$ cat config.mk
export PLATFORM = sky130hd
export DESIGN_NAME = ds_adc_mc
export DESIGN_NICKNAME = d
export VERILOG_FILES = /design/src/rtl/ds_adc_mc.sv
export SDC_FILE = /design/constraint.sdc
export NUM_CORES = 1
export LEC_CHECK = 0
export ABC_AREA = 1
export BUFFER_PORTS_ARGS = -buffer_cell sky130_fd_sc_hd__buf_2
export CAP_MARGIN = 20
export CORE_ASPECT_RATIO = 0.8
export CORE_MARGIN = 1.5
export CORE_UTILIZATION = 56
export CTS_CLUSTER_SIZE = 8
export DETAILED_ROUTE_END_ITERATION = 6
export GPL_ROUTABILITY_DRIVEN = 1
export PLACE_DENSITY = 0.9
export SLEW_MARGIN = 25
export SYNTH_ARGS = -nofsm -noshare
export SYNTH_HDL_FRONTEND = slang
export SYNTH_SLANG_ARGS = --single-unit
$ cat constraint.sdc
create_clock -name clk -period 1.57 [get_ports clk]
set_input_delay 0.0785 -clock clk [delete_from_list [all_inputs] [get_ports clk]]
set_output_delay 0.0785 -clock clk [all_outputs]
set_load 0.02 [all_outputs]
$ cat src/rtl/ds_adc_mc.sv
// ds_adc_mc: multi-channel first-order delta-sigma ADC front end with sinc1 decimation; define DS_ADC_SYNC2_EN for a two-flop comparator synchroniser
module ds_adc_mc #(
  parameter int CH  = 2,
  parameter int DIV = 100,
  parameter int OSR = 256,
  parameter int DW  = 16
) (
  input  logic             clk,
  input  logic             rst,
  input  logic [CH-1:0]    cmp_in,
  output logic [CH-1:0]    dac_drive,
  output logic [CH-1:0]    pdm,
  output logic             tick,
  output logic [CH*DW-1:0] dout,
  output logic             dout_valid,
  input  logic             dout_ready,
  output logic             overrun
);
  localparam int LG = $clog2(OSR);
  localparam int SH = DW - 1 - LG;
  localparam int DVW = $clog2(DIV);
  localparam logic [DW-1:0] MAXV = {1'b0, {(DW-1){1'b1}}};
  localparam logic [DW-1:0] MSB = {1'b1, {(DW-1){1'b0}}};
  logic [DVW-1:0]   r_div;
  logic             r_tick;
  logic [CH-1:0]    r_dac;
  logic [LG-1:0]    r_wcnt;
  logic [LG:0]      r_ones [CH];
  logic [CH*DW-1:0] r_dout;
  logic             r_valid;
  logic             r_ovr;
  logic [CH-1:0]    w_cmp;
  logic [LG:0]      w_k [CH];
  logic [CH*DW-1:0] w_res;
  logic             w_load;
`ifdef DS_ADC_SYNC2_EN
  logic [CH-1:0] r_s1, r_s2;
  // two-flop synchroniser on the asynchronous comparator bits
  always_ff @(posedge clk) begin
    if (rst) begin
      r_s1 <= '0;
      r_s2 <= '0;
    end else begin
      r_s1 <= cmp_in;
      r_s2 <= r_s1;
    end
  end
  assign w_cmp = r_s2;
`else
  assign w_cmp = cmp_in;
`endif
  assign w_load = r_tick && (r_wcnt == LG'(OSR - 1));
  // window count including this tick's bit, mapped to a signed code; k==OSR saturates, k<OSR maps as (k<<(SH+1)) - 2^(DW-1)
  always_comb begin
    w_res = '0;
    for (int c = 0; c < CH; c++) begin
      w_k[c] = r_ones[c] + (LG+1)'(r_dac[c]);
      w_res[c*DW +: DW] = w_k[c][LG] ? MAXV : ((DW'(w_k[c][LG-1:0]) << (SH + 1)) ^ MSB);
    end
  end
  // divider, modulator, accumulators and output handshake
  always_ff @(posedge clk) begin
    if (rst) begin
      r_div   <= '0;
      r_tick  <= 1'b0;
      r_dac   <= '0;
      r_wcnt  <= '0;
      r_ones  <= '{default: '0};
      r_dout  <= '0;
      r_valid <= 1'b0;
      r_ovr   <= 1'b0;
    end else begin
      r_div  <= (r_div == DVW'(DIV - 1)) ? '0 : r_div + DVW'(1);
      r_tick <= (r_div == DVW'(DIV - 1));
      if (r_tick) begin
        r_dac  <= w_cmp;
        r_wcnt <= r_wcnt + LG'(1);
        for (int c = 0; c < CH; c++) r_ones[c] <= w_load ? '0 : w_k[c];
      end
      if (w_load) r_dout <= w_res;
      r_valid <= w_load | (r_valid & ~dout_ready);
      r_ovr   <= r_ovr | (w_load & r_valid & ~dout_ready);
    end
  end
  assign dac_drive  = r_dac;
  assign pdm        = r_dac;
  assign tick       = r_tick;
  assign dout       = r_dout;
  assign dout_valid = r_valid;
  assign overrun    = r_ovr;
endmodule

==> run summary, run 1 <==
CTS placed an instance of sky130_fd_sc_hd__clkbuf_8 at the clock tree root. Setup repair after global routing could not meet its margin everywhere. The top achievable clock speed is approximately 670 MHz.

The path with the worst hold slack has its endpoint at dac_drive[1]$_SDFFE_PP0P_. The number of diodes came out at 0. The overall die area is around 5000 um2.

TritonCTS built the clock tree. The overall overflow remaining after global route is 0. The max-slew violation count came out at 0. The pin count of the biggest net entering global routing came out at 26.

The die is 79.7 um wide. The worst slew slack as a fraction of its limit came out at 0.799. The category of the worst setup path capture point is a flip-flop.

In this run the most critical hold path is launched from cmp_in[1]. The endpoint identified for the worst register-to-register timing path is dout[31]$_SDFFE_PP0N_. The port buffer count is 43. The kind of cell with the highest combined delay along the critical path is simple AND/OR/NAND/NOR gates.

The number of buffers created by CTS came out at 5. Max-cap violations in this run came to 0. The gate count of the mapped netlist came out at about 360.

The number of cell instances on the worst register-to-register path is 10. The number of cells on the worst hold path came out at 3. Data on the critical path is required at its endpoint by 1.77 ns. The maximum clock path buffer count came out at 2. For flop-to-flop paths, the worst setup slack is 0.07 ns. The number of synthesis warnings came out at 0.

The transition time at the pin with the least slew margin came out at 0.300 ns. The minimum setup slack in the final design came out at 0.0689 ns. In this run the number of H-tree levels came out at 2. The final period demand of the worst path is 1.50 ns. The source of the worst register-to-register timing path is r_ones[0]$_SDFFE_PP0P_.

In the finished design, the share of the clock period the worst path needs comes to 0.956. The starting density of the core came out at 0.580. The number of DRC violations after detailed routing came out at 0. Dividing total power by cell area gives a power density of approximately 750 nW/um2. The routed design has approximately 5700 um of wire.

Counting both buffers and inverters, the worst setup path holds a total of 1. The first routing iteration left approximately 190 violations. The most common cell in the synthesized netlist is sky130_fd_sc_hd__nand2_1. In the final layout, the share of cells above drive strength 1 is 0.227. The area growth from synthesis to layout came out at 15.1%.

The total of flip-flops plus latches after synthesis is 56. The run finished with clean final reports. The wire length per cell after detailed routing came out at approximately 13 um.

The data arrival time of the critical path came out at ~1.7 ns. In this run the worst path has a maximum fanout of 3. The mean instance size in the synthesized netlist is between 7 and 8 um2. After detailed placement, the total cell area comes to between 2000 and 3000 um2. The worst-case IR drop observed on VDD is between 0.0005 and 0.0006 V. In the post-synthesis netlist, the biggest area contributors are sky130_fd_sc_hd__dfxtp_1 43%, sky130_fd_sc_hd__nand2_1 12%, sky130_fd_sc_hd__nor2_1 8.1%. The initial antenna violation count came out at 0. The post-synthesis async set-or-reset flop share is 0.

The cell area that synthesis handed to floorplanning was around 2600 um2. Pin placement for this block handled 44 I/O pins. The first global-routing pass estimated between 9000 and 10000 um of wire. The number of nets produced by synthesis came out at 372. The worst stage delay on the critical path came out at around 0.37 ns.

The summed area of non-filler cells in the final layout is 3030 um2. Across every metal layer, demand over resource in global routing totals 0.242. The post-detailed-placement half-perimeter wirelength is 3810 um.

The critical path goes through ha_4 > ha_4 > nand2_1 > nor2_2 > nand2_1 > nand2_2 > nand2_2 > buf_4 > nand3_2 > a21oi_2. Clock-pin slew was measured on the worst setup and hold paths at approximately 0.090 ns. Setup violations remaining at the end of the flow were counted as 0. The clock skew after layout came out at approximately 0.0075 ns. By count the netlist is led by 82 x sky130_fd_sc_hd__nand2_1, 57 x sky130_fd_sc_hd__nor2_1, 56 x sky130_fd_sc_hd__dfxtp_1, 29 x sky130_fd_sc_hd__a21oi_1, 29 x sky130_fd_sc_hd__inv_1. The remaining number of nets flagged by the antenna check after routing is 0. Before CTS, the worst setup slack after placement is -0.0104 ns. The proportion of synthesized chip area in sequential cells is 0.426. The number of enable flip-flop cells after synthesis came out at 0. The worst setup path is launched from a flip-flop. The number of distinct standard cells referenced by the synthesized netlist is 29. The number of placement rows is 22. The routability congestion estimate came out at roughly 0.84. The clock network latency to the later pin of the worst-skew pair came out at 0.31 ns. The type of the worst setup path is reg2reg. For this design, the slowest cell found on the critical path is sky130_fd_sc_hd__dfxtp_2. After detailed routing, the number of vias per cell comes to 5.23. The static leakage came out at roughly 1.3 nW. The routed layout has 2387 vias.

The number of endpoints with negative hold slack in the final report was 0. The share of synthesized area in the top cell type comes to 0.426. The via count of the first global-routing pass came out at 2235.

The core footprint is ~4500 um2. The setup TNS after final layout is 0 ns. For this run, the leading register cell type out of synthesis is sky130_fd_sc_hd__dfxtp_1. The TritonCTS sink count came out at 56. The final net count is between 400 and 500. The die outline height came out at 64.3 um. For this run, the detailed router's first-pass iteration total came to 4.

The path type of the worst min-delay path is in2reg. sky130_fd_sc_hd__dfxtp_1 takes more of the synthesized area than any other cell.
[worst reg2reg max path, cell delays in order, from the launching register on]
cell                      delay, ns
sky130_fd_sc_hd__dfxtp_2       0.37
sky130_fd_sc_hd__ha_4          0.17
sky130_fd_sc_hd__ha_4          0.14
sky130_fd_sc_hd__nand2_1       0.07
sky130_fd_sc_hd__nor2_2        0.16
sky130_fd_sc_hd__nand2_1       0.08
sky130_fd_sc_hd__nand2_2       0.08
sky130_fd_sc_hd__nand2_2       0.07
sky130_fd_sc_hd__buf_4         0.15
sky130_fd_sc_hd__nand3_2       0.07
sky130_fd_sc_hd__a21oi_2       0.04
[kinds of logic after synthesis]
family          after synthesis  synth area share
fa+ha+maj                     6            0.0285
flops                        56             0.426
buf+inv                      59             0.117
compound gates               56             0.112
xor+xnor                     10            0.0333
simple gates                174             0.284
[flip-flops by register name, indices dropped and copies added (netlist names)]
name / flops
dout_valid: 1
dac_drive: 2
r_wcnt: 8
tick: 1
r_ones: 18
dout: 18
overrun: 1
r_div: 7
[through the flow]
step           power (mW)  hold slack [ns]  instances  utilization
6_report             2.27          0.00852        456        0.667
3_3_place_gp         1.51            0.303        446        0.621
5_1_grt              2.36           0.0299        456        0.667
3_5_place_dp         1.51            0.317        446        0.621
4_1_cts              2.29           0.0103        455        0.647
2_1_floorplan        1.50            0.213        361            -
[layer usage]
layer	global-route usage	routed length, um	vias to the layer above
met2	0.392	2630	98
met3	0.0571	433	13
li1	-	-	1198
met4	0.0855	93	0
met5	0	0	-
met1	0.315	2550	1078
[cell type report]
class,instances,area (um2)
inverter,32,120
clock buffer,8,90.1
fill,384,1510
tap,60,75.1
multi-input combinational,246,1300
sequential,56,1130
timing repair buffer,54,313
[repair_timing]
item,CTS,global route
gates resized for setup,7,18
endpoints found under the setup margin,14,21
gates cloned,0,0
buffers inserted,0,1
hold buffers,1,0
endpoints found under the hold margin,1,0
pin swaps,2,3
[power breakdown]
group	internal, mW	leakage, nW	switching, mW
sequential	1.42	0.454	0.00548
clock	0.361	0.0455	0.434
combinational	0.0166	0.825	0.0336
total	1.80	1.32	0.473
[cell usage in the layout (no fill, tap or decap), types with 4 or more instances in the layout]
master and count:
sky130_fd_sc_hd__dfxtp_1 52, sky130_fd_sc_hd__nor2_2 4, sky130_fd_sc_hd__buf_2 43, sky130_fd_sc_hd__nor2_1 53, sky130_fd_sc_hd__o21ai_1 13, sky130_fd_sc_hd__nand2_2 5, sky130_fd_sc_hd__nand2_1 80, sky130_fd_sc_hd__xnor2_1 5
sky130_fd_sc_hd__clkbuf_8 6, sky130_fd_sc_hd__xor2_1 5, sky130_fd_sc_hd__nand4_1 5, sky130_fd_sc_hd__inv_1 28, sky130_fd_sc_hd__a21oi_1 29, sky130_fd_sc_hd__ha_4 4, sky130_fd_sc_hd__buf_4 9, sky130_fd_sc_hd__nand3_1 14
sky130_fd_sc_hd__o21ai_0 7
[worst max-delay path by stage]
stage,cells after the start,slack [ns],start,endpoint
5_1_grt,9,-0.02,r_ones[0]$_SDFFE_PP0P_,dout[27]$_SDFFE_PP0N_
2_1_floorplan,9,0.03,dac_drive[1]$_SDFFE_PP0P_,dout[29]$_SDFFE_PP0N_
4_1_cts,9,0.01,dac_drive[0]$_SDFFE_PP0P_,dout[8]$_SDFFE_PP0N_
3_5_place_dp,9,-0.01,dac_drive[1]$_SDFFE_PP0P_,dout[26]$_SDFFE_PP0N_
6_report,10,0.07,r_ones[0]$_SDFFE_PP0P_,dout[31]$_SDFFE_PP0N_
3_3_place_gp,9,0.06,dac_drive[1]$_SDFFE_PP0P_,dout[30]$_SDFFE_PP0N_
Power figures use the tool's default switching activity.
==> inputs of run 2 (changes only) <==
==> constraint.sdc (replaced) <==
create_clock -name clk -period 1.57 [get_ports clk]
set_input_delay 0.314 -clock clk [delete_from_list [all_inputs] [get_ports clk]]
set_output_delay 0.314 -clock clk [all_outputs]
set_load 0.02 [all_outputs]
==> run 2 against run 1 <==
Effect of this change: worst hold slack gained 0.22 ns; largest cell class unchanged; critical endpoint is now tick; setup slack gained 0.012 ns; sequential share of layout area grew 0.067 points; die area is the same; final area shrank 0.62%; first-iteration DRC count shrank 38%; maximum frequency grew 0.81%.
==> run summary, run 2 (synthesized netlist as in run 1, its figures left out) <==
The flow ran to the end, and the final reports show no timing, DRC or antenna violations. The die width was 79.7 um (unchanged). The starting density of the core is 0.580 (unchanged). The worst hold path terminates at dac_drive[0]$_SDFFE_PP0P_. The overall routing resource usage came to 0.220 (-0.0223). The core footprint is 4540 um2 (unchanged). The max-slew violation count came out at 0 (unchanged). The number of top-level pins is 44 (unchanged). The final number of setup-violating endpoints is 0 (unchanged). The max capacitance violation total is 0 (unchanged). The TritonCTS sink count was 56 (unchanged).

The total power is 2.27 mW (about the same). The die outline height was 64.3 um (unchanged). The number of iterations in the first detailed-routing pass was 4 (unchanged). The clock network latency to the later pin of the worst-skew pair is 0.31 ns (about the same). The power density over cell area is 754 nW/um2 (+0.59%).

The fraction of final layout cells with drive strength greater than 1 is 0.227 (unchanged). The number of cell instances on the worst register-to-register path is 9 (-1). The ratio of final minimum period to clock period is 0.948 (-0.00771). The overall overflow remaining after global route came out at 0 (unchanged).

The non-filler instance count after layout came out at 456 (unchanged). The total area of sequential cells came out at 1130 um2 (-0.44%). The final wirelength is 5400 um (-5.5%). The data arrival time of the critical path is 1.17 ns (-0.53 ns). The remaining number of nets flagged by the antenna check after routing came out at 0 (unchanged).

The placed cell count is 446 (unchanged). The via density per instance was 5.18 (-1.1%). The area growth from synthesis to layout came out at 14.3%. The setup slack of the worst register-to-register path came out at 0.10 ns (+0.03 ns). The number of placement rows came out at 22 (unchanged).

The worst setup path is captured at a primary output. The wire length per cell after detailed routing is 11.8 um (-5.5%). The initial antenna violation count came out at 0 (unchanged). The number of cells on the worst hold path came out at 3 (unchanged). The number of endpoints with negative hold slack in the final report was 0 (unchanged). The top achievable clock speed is 672 MHz (+0.81%). The root buffer cell is sky130_fd_sc_hd__clkbuf_8. The worst setup path is of the reg2out kind. TritonCTS built the clock tree. The worst slew slack as a fraction of its limit is 0.804 (+0.00469). The worst register-to-register path ends at dout[27]$_SDFFE_PP0N_. The worst ir drop on vdd came out at 0.000726 V (+34%). The top cell types in the final layout, fill and taps aside, are 79 x sky130_fd_sc_hd__nand2_1, 56 x sky130_fd_sc_hd__nor2_1, 52 x sky130_fd_sc_hd__dfxtp_1, 43 x sky130_fd_sc_hd__buf_2, 29 x sky130_fd_sc_hd__a21oi_1. The pin count of the biggest net entering global routing is 26 (unchanged).

The number of DRC markers in iteration 0 came to 116 (-38%). The maximum clock path buffer count is 2 (unchanged). The peak fanout along the critical path came out at 9 (+6).

The final period demand of the worst path is 1.49 ns (-0.0121 ns). The via count of the first global-routing pass is 2130 (-4.7%). The count of filler cells inserted in the layout is 378 (-1.6%). The number of buffers created by CTS is 5 (unchanged). Leaving out fill and tap cells, the most frequent cell in the layout is sky130_fd_sc_hd__nand2_1. The total via count after detailed routing came out at 2360 (-1.1%). The post-route worst hold slack came to 0.228 ns (+0.219 ns).

The number of DRC violations after detailed routing came out at 0 (unchanged). The static leakage came out at 1.33 nW (+0.12%). The port buffer count came to 43 (unchanged). The deepest level of the CTS H-tree is 2 (unchanged).

The post-detailed-placement half-perimeter wirelength came out at 3860 um (+1.5%). The area of the multi-input gates is 1300 um2 (about the same). In this run the critical register-to-register path is launched from dac_drive[1]$_SDFFE_PP0P_. The transition time at the pin with the least slew margin came to 0.294 ns (-0.00670 ns). The number of diodes is 0 (unchanged). The clock transition at the registers of the reported paths is 0.09 ns (about the same). The overall die area is 5130 um2 (unchanged). The path type of the worst min-delay path is in2reg. STA classifies the critical path startpoint as a flip-flop. The final net count came out at 406 (unchanged). The clock skew after layout is 0.00265 ns (-0.00489 ns). The global-route wire length before repair was 8780 um (-9.8%). The routability congestion estimate came out at 0.866 (+2.7%). The worst hold path begins at cmp_in[0]. The data required time of the worst path is 1.26 ns (-0.51 ns).
## run 2: worst max path at each step
stage,from,endpoint,slack (ns),depth (start not counted)
after floorplan,dac_drive[1]$_SDFFE_PP0P_,dout[29]$_SDFFE_PP0N_,0.03,9
after global placement,dac_drive[1]$_SDFFE_PP0P_,dout[30]$_SDFFE_PP0N_,0.06,9
after detailed placement,dac_drive[0]$_SDFFE_PP0P_,dout[12]$_SDFFE_PP0N_,-0.03,10
after CTS,dac_drive[1]$_SDFFE_PP0P_,dout[30]$_SDFFE_PP0N_,0.0004,9
after global routing,dac_drive[0]$_SDFFE_PP0P_,dout[12]$_SDFFE_PP0N_,-0.01,10
final,tick$_SDFF_PP0_,tick,0.08,2
## run 2: layer usage
layer,track usage,vias to the layer above,share of wire
li1,-,1200,-
met1,0.272,1072,0.46
met2,0.359,80,0.46
met3,0.0486,8,0.066
met4,0.112,0,0.016
met5,0,-,0
## run 2: worst max-delay path: stages (launching register included)
cell and delay, ns:
sky130_fd_sc_hd__dfxtp_1 0.44, sky130_fd_sc_hd__buf_4 0.23, sky130_fd_sc_hd__buf_2 0.19
## run 2: report_power, final
part | total [mW] | internal [mW] | leakage, nW | switching (mW)
combinational | 0.0497 | 0.0166 | 0.827 | 0.0332
clock | 0.791 | 0.360 | 0.0455 | 0.431
sequential | 1.43 | 1.43 | 0.453 | 0.00532
## run 2: layout make-up
cell class / count / share of cell area
inverter: 32 / 0.0407
clock buffer: 8 / 0.0299
timing repair buffer: 54 / 0.0989
multi-input combinational: 246 / 0.432
sequential: 56 / 0.374
tap: 60 / 0.0249
## run 2: through the flow
stage	util	TNS [ns]	area (um2)	setup WS, ns
6_report	0.663	0	3010	0.0810
5_1_grt	0.663	-0.0139	3010	-0.0139
4_1_cts	0.639	0	2900	0.000419
3_5_place_dp	0.618	-0.0398	2810	-0.0298
3_3_place_gp	0.618	0	2810	0.0606
2_1_floorplan	-	0	2640	0.0340
## run 2: repair_timing
item                                   CTS  global route
resized for setup                        2            22
buffers inserted                         0             2
pin swaps                                0             5
endpoints found under the hold margin    0             0
hold buffers                             0             0
setup endpoints to repair                8            24
